File: src/rtl/scoreboard_ctrl_multi.sv
// Multi-level game scoreboard: per-level BCD countdown, BCD score with late bonus, level advance.
// Optional macro SCORE_SAT_EN: score saturates at all nines instead of wrapping.
module scoreboard_ctrl_multi #(
  parameter int SCORE_DIGITS = 3,
  parameter int TIMER_INIT   = 60,
  parameter int LEVELS       = 2,
  parameter int THRESHOLD    = 40,
  parameter int PT_NORMAL    = 2,
  parameter int PT_BONUS     = 3,
  parameter int BONUS_AT     = 15,
  parameter int TICK_DIV     = 50000000
) (
  input  logic                      clk,
  input  logic                      ClrS,
  input  logic                      st,
  input  logic                      pt,
  output logic [4*SCORE_DIGITS-1:0] score_bcd,
  output logic [7:0]                timer_bcd,
  output logic [3:0]                level_bcd,
  output logic                      bonus,
  output logic                      done,
  output logic                      passed
);

  localparam int SCORE_MAX = 10 ** SCORE_DIGITS - 1;
  localparam int SW        = $clog2(SCORE_MAX + 1);
  localparam int PW        = $clog2(TICK_DIV);
  localparam logic [7:0] TIMER_BCD = 8'((TIMER_INIT / 10) * 16 + TIMER_INIT % 10);
  localparam logic [4*SCORE_DIGITS-1:0] ALL_NINES = {SCORE_DIGITS{4'h9}};

  // state  | meaning
  // S_IDLE | waiting for st, outputs hold last game
  // S_LOAD | clear score/level/timer for a new game
  // S_RUN  | timer counting down, points scored
  // S_EVAL | compare score with level threshold
  // S_NEXT | advance level, reload timer
  // S_DONE | one-cycle done pulse
  typedef enum logic [2:0] {
    S_IDLE, S_LOAD, S_RUN, S_EVAL, S_NEXT, S_DONE
  } state_t;

  logic [1:0]                rst_sync_q;
  logic                      rst_int;
  state_t                    state_q, state_d;
  logic [4*SCORE_DIGITS-1:0] score_q, score_d, score_sum, score_inc;
  logic [SW-1:0]             shadow_q, shadow_d, shadow_inc;
  logic [SW:0]               shadow_sum;
  logic                      shadow_ovf;
  logic [7:0]                timer_q, timer_d, timer_dec;
  logic [3:0]                level_q, level_d;
  logic                      passed_q, passed_d;
  logic [PW-1:0]             presc_q, presc_d;
  logic                      pt_q, pt_hist_q;
  logic                      pt_edge, tick;
  logic [3:0]                pts;
  logic [4:0]                digit;
  logic                      carry;
  logic [6:0]                timer_sec;
  logic [31:0]               need;

  // Assertion is immediate; release is delayed two clocks to stay clear of the edge.
  always_ff @(posedge clk or posedge ClrS) begin
    if (ClrS) rst_sync_q <= 2'b11;
    else      rst_sync_q <= {rst_sync_q[0], 1'b0};
  end
  assign rst_int = rst_sync_q[1];

  always_ff @(posedge clk or posedge rst_int) begin
    if (rst_int) begin
      state_q   <= S_IDLE;
      score_q   <= '0;
      shadow_q  <= '0;
      timer_q   <= TIMER_BCD;
      level_q   <= 4'd1;
      passed_q  <= 1'b0;
      presc_q   <= '0;
      pt_q      <= 1'b0;
      pt_hist_q <= 1'b0;
    end else begin
      state_q   <= state_d;
      score_q   <= score_d;
      shadow_q  <= shadow_d;
      timer_q   <= timer_d;
      level_q   <= level_d;
      passed_q  <= passed_d;
      presc_q   <= presc_d;
      pt_q      <= pt;
      pt_hist_q <= pt_q;
    end
  end

  assign pt_edge   = pt_q & ~pt_hist_q;
  assign tick      = (presc_q == PW'(TICK_DIV - 1));
  assign timer_sec = 7'(timer_q[7:4]) * 7'd10 + 7'(timer_q[3:0]);
  assign bonus     = (state_q == S_RUN) && (32'(timer_sec) <= 32'(BONUS_AT)) &&
                     (timer_sec != 7'd0);
  assign timer_dec = (timer_q[3:0] == 4'd0) ? {timer_q[7:4] - 4'd1, 4'd9}
                                            : {timer_q[7:4], timer_q[3:0] - 4'd1};
  assign need      = 32'(THRESHOLD) * 32'(level_q);

  // Digit-serial BCD add of the strobe value, with a binary shadow kept in lockstep.
  always_comb begin
    pts       = bonus ? 4'(PT_BONUS) : 4'(PT_NORMAL);
    score_sum = '0;
    carry     = 1'b0;
    digit     = '0;
    for (int i = 0; i < SCORE_DIGITS; i++) begin
      digit = {1'b0, score_q[4*i +: 4]} + {4'd0, carry};
      if (i == 0) digit = digit + {1'b0, pts};
      if (digit > 5'd9) begin
        digit = digit - 5'd10;
        carry = 1'b1;
      end else begin
        carry = 1'b0;
      end
      score_sum[4*i +: 4] = digit[3:0];
    end
    shadow_sum = {1'b0, shadow_q} + (SW+1)'(pts);
    shadow_ovf = shadow_sum > (SW+1)'(SCORE_MAX);
`ifdef SCORE_SAT_EN
    score_inc  = shadow_ovf ? ALL_NINES : score_sum;
    shadow_inc = shadow_ovf ? SW'(SCORE_MAX) : shadow_sum[SW-1:0];
`else
    score_inc  = score_sum;
    shadow_inc = shadow_ovf ? SW'(shadow_sum - (SW+1)'(SCORE_MAX + 1)) : shadow_sum[SW-1:0];
`endif
  end

  always_comb begin
    state_d  = state_q;
    score_d  = score_q;
    shadow_d = shadow_q;
    timer_d  = timer_q;
    level_d  = level_q;
    passed_d = passed_q;
    presc_d  = presc_q;
    done     = 1'b0;
    unique case (state_q)
      S_IDLE: begin
        if (st) state_d = S_LOAD;
      end
      S_LOAD: begin
        score_d  = '0;
        shadow_d = '0;
        level_d  = 4'd1;
        timer_d  = TIMER_BCD;
        passed_d = 1'b0;
        presc_d  = '0;
        state_d  = S_RUN;
      end
      S_RUN: begin
        if (pt_edge) begin
          score_d  = score_inc;
          shadow_d = shadow_inc;
        end
        if (tick) begin
          presc_d = '0;
          timer_d = timer_dec;
          if (timer_dec == 8'h00) state_d = S_EVAL;
        end else begin
          presc_d = presc_q + 1'b1;
        end
      end
      S_EVAL: begin
        if (32'(shadow_q) >= need) begin
          if (level_q < 4'(LEVELS)) begin
            state_d = S_NEXT;
          end else begin
            passed_d = 1'b1;
            state_d  = S_DONE;
          end
        end else begin
          passed_d = 1'b0;
          state_d  = S_DONE;
        end
      end
      S_NEXT: begin
        level_d = level_q + 4'd1;
        timer_d = TIMER_BCD;
        presc_d = '0;
        state_d = S_RUN;
      end
      S_DONE: begin
        done    = 1'b1;
        state_d = S_IDLE;
      end
      default: state_d = S_IDLE;
    endcase
  end

  assign score_bcd = score_q;
  assign timer_bcd = timer_q;
  assign level_bcd = level_q;
  assign passed    = passed_q;

endmodule
File: config.mk
export PLATFORM = sky130hd
export DESIGN_NAME = scoreboard_ctrl_multi
export DESIGN_NICKNAME = d
export VERILOG_FILES = /design/src/rtl/scoreboard_ctrl_multi.sv
export SDC_FILE = /design/constraint.sdc
export NUM_CORES = 1
export LEC_CHECK = 0
export CELL_PAD_IN_SITES_DETAIL_PLACEMENT = 0
export CELL_PAD_IN_SITES_GLOBAL_PLACEMENT = 1
export CORE_ASPECT_RATIO = 0.75
export CORE_UTILIZATION = 30
export CTS_CLUSTER_SIZE = 28
export DETAILED_ROUTE_END_ITERATION = 10
export PLACE_DENSITY = 0.63
export SETUP_SLACK_MARGIN = 0.3
export SYNTH_ARGS = -nofsm -noshare
export SYNTH_HDL_FRONTEND = slang
export SYNTH_SLANG_ARGS = --single-unit
export TNS_END_PERCENT = 100
File: constraint.sdc
create_clock -name clk -period 2.8 [get_ports clk]
set_input_delay 0.42 -clock clk [delete_from_list [all_inputs] [get_ports clk]]
set_output_delay 0.42 -clock clk [all_outputs]
set_load 0.01 [all_outputs]
==> metrics.txt, run 1 <==
status finished with violations; violated checks DRC, setup timing; Port Buffers 30; Min-Delay Path Depth 0; CTS tree built; share of cells above drive strength 1 0.3022; number of diodes 0; # IOs 31; DR vias approximately 4.6k; worst hold slack between 300 and 400 ps; clk_lat worst skew 330 ps; Yosys cell types 65; Mapped Cells approximately 550; setup violators final 21; # DRC 2; skew final 6.100 ps; fin crit share 1.914; synth cell count leaders 65 x o21ai_0, 63 x dfrtp_1, 62 x nand2_1, 33 x a21oi_1, 33 x ha_1; Pins Over Slew Limit 0; Synth Warn # 0; RePlAce Congestion 0.8256; R2R cell count 30; PwrDens 739.5 nW/um^2; CP Data Required Time 3010 ps; Row Count 39; RSZ-0062 raised after global routing true; Setup CP Type flip-flop to flip-flop; Max H-tree Level 3; number of clock sinks 68; setup ws final -2559 ps; area grow syn2layout 43.56%; clock-pin slew on the worst setup and hold paths 60 ps; hold crit path type flip-flop to flip-flop; Num CTS Buffers 9; nature of the critical path startpoint flip-flop; Total GRT Usage 0.1669; Crit path largest cell delay 560 ps; Mapped Nets between 500 and 600; largest net degree at the start of global routing 39; CP endpoint kind flip-flop; DR vias/cell just over 5; slowest CP cell dfstp_2; Netlist Area Pre-Place 4691 sq um; Layout Nets slightly above 700; fin area just under 7000 sq um; Clock Tree Root clkbuf_16; Synth area leaders dfrtp_1 34%, ha_1 8.8%, o21ai_0 6.9%; Placed Area 5931 sq um; Async SR Flop Fraction 1.000; most common cell in the netlist o21ai_0; Overflow after GRT 0; Max Clock Freq 186.6 MHz; Final min period 5359 ps; Synth top area share 0.3361; Final Util 0.4409; register area share after synthesis 0.3641; Yosys top cell by area dfrtp_1; number of failing hold endpoints at the final stage 0; worst-path fanout max 3; initial antenna violation count 0; P_leak 0.002779 uW; Least-Margin Pin Slew 699.7 ps; post-detail-place hpwl approximately 9 mm; DR iter-0 viols 177; Most used DFF post-synth dfrtp_1; first-pass GRT wire length around 22 mm; TNS Setup -24300 ps; Max Cap Viol 0; Yosys reg bits 68; WL per Instance 14.81 um; clock tree buffer depth 2; CP most frequent cell ha_4; Post-Route WL 13.03 mm; area of the die about 16000 sq um; Crit path arrival time 5570 ps; Die X 146.4 um; final antenna-violating net count 0; Die H about 110 um; Worst slew margin 0.5329; Final Non-Filler Cells 880; number of global-route vias before repair about 4.4k; average size of a mapped cell 8.467 sq um; peak supply drop 0.3939 mV; core area about 15000 sq um; number of synthesized flops with an enable pin 0; Initial Utilization 0.3071; Cell Count Post-Placement about 840; first drt pass iteration count 7
-- kinds of logic (layout without fill, tap and decap cells) --
kind of cell             count (synthesis)  count (layout)  share of synthesized area
XOR/XNOR                                22              22                    0.04108
AND/OR/NAND/NOR                        194             195                     0.2107
flip-flops                              68              68                     0.3641
buffers and inverters                   55             175                    0.05094
multiplexers                             5               5                    0.01094
adder cells (fa/ha/maj)                 36              36                     0.1008
AO/OA/AOI/OAI                          173             173                     0.2206
other                                    1               1                  0.0007994
-- report_power, final --
group          switching (uW)  total (uW)  internal (uW)  leakage, uW
combinational            1390        2470           1090      0.00171
clock                     453        1260            804     0.000162
sequential                123        1250           1120     0.000907
total                    1960        4980           3020      0.00278
-- layout make-up --
type,instances,area [sq um]
Clock buffer,10,239.0
Tap cell,205,256.5
Fill cell,1488,8539
Clock inverter,6,87.58
Timing Repair Buffer,128,1087
Inverter,31,118.9
Multi-Input combinational cell,432,3232
Sequential cell,68,1713
-- cell usage in the layout, fill, tap and decap left out, types with 14 or more instances in the layout --
cell / n
nand3_1: 25
inv_1: 23
o21ai_1: 34
dfrtp_1: 59
a21oi_1: 27
nor2_1: 29
ha_4: 14
ha_1: 15
buf_4: 87
o21ai_0: 40
nand2_1: 59
clkdlybuf4s50_1: 29
-- final timing paths --
check                                              start                        end  slack, ps
worst max-delay path            timer_bcd[5]$_DFFE_PP1P_  score_bcd[11]$_DFFE_PP0P_      -2560
worst min-delay path             rst_sync_q[0]$_DFF_PP1_    rst_sync_q[1]$_DFF_PP1_        360
worst max register to register  timer_bcd[5]$_DFFE_PP1P_  score_bcd[11]$_DFFE_PP0P_      -2560
worst min register to register   rst_sync_q[0]$_DFF_PP1_    rst_sync_q[1]$_DFF_PP1_        360
max in group asynchronous        rst_sync_q[1]$_DFF_PP1_   timer_bcd[6]$_DFFE_PP1P_       1730
min in group asynchronous        rst_sync_q[1]$_DFF_PP1_   score_bcd[4]$_DFFE_PP0P_        370
-- state kept, by name, summed over array words and instances, names as in the netlist --
signal      flops
level_bcd       4
passed          1
presc_q        26
pt_hist_q       1
pt_q            1
rst_sync_q      2
score_bcd      12
shadow_q       10
state_q         3
timer_bcd       8
-- per-layer routing --
layer  vias to the layer above  wire length (um)  global-route usage
met1                      2251              6289              0.2193
li1                       2263                 -                   -
met5                         -                 0                   0
met2                        44              6346              0.2871
met4                         0                81             0.03571
met3                         9               312             0.03169
-- worst max-delay path: cells and delay by family (launching register included) --
family          cells  cell delay, ps
fa+ha+maj          10            2260
xor+xnor            2             220
compound gates     10            1310
mux                 1             190
buf+inv             3             130
simple gates        4             590
flops               1             560
-- what timing repair did --
item	4_1_cts	5_1_grt
resized for setup	63	16
endpoints found under the setup margin	24	33
endpoints found under the hold margin	0	0
pin swaps	52	14
buffers inserted	13	6
hold buffers	0	0
cloned	0	1
-- through the flow --
stage / power, uW / setup WS, ps
finish: 4980 / -2559
global placement: 3451 / -2710
floorplan: 2664 / -3015
detailed placement: 3499 / -2829
global route: 5370 / -2810
CTS: 4956 / -2551
No activity file was read; power rests on OpenSTA's default activity.
==> inputs of run 2 (changes only) <==
==> constraint.sdc (replaced) <==
create_clock -name clk -period 2.8 [get_ports clk]
set_input_delay 0.28 -clock clk [delete_from_list [all_inputs] [get_ports clk]]
set_output_delay 0.28 -clock clk [all_outputs]
set_load 0.01 [all_outputs]
==> run 2 against run 1 <==
The flow still finishes with violations (DRC, setup timing). Register-to-register slack about the same. Die area unchanged. Hold slack got worse by 89 ps. Flip-flop and latch count unchanged. Global-route usage unchanged. Setup slack unchanged. Wire length unchanged. Clock power about the same. Clock skew unchanged. Critical path depth unchanged. Combinational power about the same. Cell count unchanged. Critical endpoint unchanged. Largest power group unchanged.
==> metrics.txt, run 2 (synthesized netlist as in run 1, its figures left out) <==
Largest Register presc_q; PwrDens 739.5 nW/um^2; largest net degree at the start of global routing 39; CP Data Required Time 3010 ps; Worst R2R Setup Slack -2560 ps; area of the die 16140 sq um; Die H approximately 110 um; Final min period 5359 ps; Layout Nets 710; clock tree buffer depth 2; skew final 6.100 ps; setup violators final 21; commonest non-fill, non-tap cell in the layout buf_4; hold crit path type primary input to async pin; status finished with violations; Final Util 0.4409; WL per Instance 14.81 um; Max H-tree Level 3; Die X 146.4 um; # DRC 2; Initial Utilization 0.3071; r2r endpoint score_bcd[11]$_DFFE_PP0P_; Setup CP Type flip-flop to flip-flop; CP most frequent cell ha_4; most frequent cells in the layout 87 x buf_4, 59 x nand2_1, 59 x dfrtp_1; Total GRT Usage 0.1669; DR iter-0 viols between 150 and 200; internal power approximately 3000 uW; TNS Setup -24160 ps; Overflow after GRT 0; clock-pin slew on the worst setup and hold paths 60 ps; worst-path fanout max 3; R2R cell count 30; Clock Tree Root clkbuf_16; FF-to-FF Start timer_bcd[5]$_DFFE_PP1P_; Crit path largest cell delay between 500 and 600 ps; Clk pwr share 0.253; Crit path arrival time 5570 ps; area grow syn2layout 43.56%; DR vias/cell 5.190; sw frac 0.3943; core area about 15000 sq um; share of cells above drive strength 1 0.3022; Num CTS Buffers 9; Seq pwr share 0.250; post-detail-place hpwl 9.019 mm; RSZ-0062 raised after global routing true; DR vias between 4k and 5k; Row Count 39; nature of the critical path startpoint flip-flop; Bufs and invs on worst path 3; Tot Pwr roughly 5000 uW; initial antenna violation count 0; peak supply drop 0.3939 mV; fin crit share 1.914; # IOs 31; Worst slew margin 0.5329; Post-Route WL 13.03 mm; number of global-route vias before repair 4389; number of failing hold endpoints at the final stage 0; number of diodes 0; Least-Margin Pin Slew between 600 and 700 ps; final antenna-violating net count 0; first-pass GRT wire length 21.53 mm; RePlAce Congestion 0.8256; violated checks DRC, setup timing; setup ws final -2559 ps; kind of cell adding the most delay to the critical path adder cells; Port Buffers 30; CP endpoint kind flip-flop; Largest register FFs 26; Logic pwr share 0.497; Pins Over Slew Limit 0; Max Clock Freq 186.6 MHz; number of clock sinks 68; Sw Pwr 1963 uW; P_leak 0.002779 uW; first drt pass iteration count 7; clk_lat worst skew 330 ps; Hold Buf Count CTS 0; CTS tree built; pre-CTS setup slack -2829 ps; Max Cap Viol 0; Fill cells 1488; slowest CP cell dfstp_2
-- run 2: repair_timing --
action	CTS	global route
pin swaps	52	14
setup buffers	13	6
endpoints found under the setup margin	24	33
resized for setup	63	16
cloned	0	1
-- run 2: power by group through the flow --
| stage | Combinational (uW) | Sequential, uW | Clock (uW) |
|---|---|---|---|
| finish | 2470 | 1250 | 1260 |
| CTS | 2410 | 1250 | 1300 |
| detailed placement | 2240 | 1260 | 0 |
| global placement | 2200 | 1260 | 0 |
| global route | 2760 | 1270 | 1340 |
| floorplan | 1340 | 1320 | 0 |
-- run 2: how the worst max path moves through the flow --
stage	startpoint	end	slack, ps	cells after the start
global route	timer_bcd[5]$_DFFE_PP1P_	score_bcd[11]$_DFFE_PP0P_	-2810	30
detailed placement	timer_bcd[6]$_DFFE_PP1P_	score_bcd[11]$_DFFE_PP0P_	-2830	31
CTS	timer_bcd[5]$_DFFE_PP1P_	score_bcd[11]$_DFFE_PP0P_	-2550	30
floorplan	timer_bcd[5]$_DFFE_PP1P_	score_bcd[11]$_DFFE_PP0P_	-3020	30
global placement	timer_bcd[7]$_DFFE_PP0P_	score_bcd[11]$_DFFE_PP0P_	-2710	31
finish	timer_bcd[5]$_DFFE_PP1P_	score_bcd[11]$_DFFE_PP0P_	-2560	30
-- run 2: worst reg2reg max path, delay by kind of cell (launching register included) --
kind                     cells  cell delay, ps
AO/OA/AOI/OAI               10            1310
XOR/XNOR                     2             230
adder cells (fa/ha/maj)     10            2260
buffers and inverters        3             130
flip-flops                   1             560
multiplexers                 1             190
AND/OR/NAND/NOR              4             590
-- run 2: final cells by class --
cell class | instances | area, sq um | share of cell area
multi-input combinational | 432 | 3232 | 0.4799
sequential | 68 | 1713 | 0.2544
timing repair buffer | 128 | 1087 | 0.1615
tap | 205 | 256.5 | 0.03809
clock buffer | 10 | 239.0 | 0.03549
inverter | 31 | 118.9 | 0.01765
clock inverter | 6 | 87.58 | 0.01301
-- run 2: per-stage QoR --
step	instance area (sq um)	hold WS, ps	cells
floorplan	4901	191.5	554
global placement	5931	347.3	844
detailed placement	5931	350.7	844
CTS	6593	265.6	873
global route	6734	273.0	880
finish	6734	270.4	880
-- run 2: per-layer routing --
metal,global-route usage,share of wire,vias to the layer above
li1,-,-,2263
met1,0.2193,0.48,2251
met2,0.2871,0.49,44
met3,0.03169,0.024,9
met4,0.03571,0.0062,0
met5,0,0,-
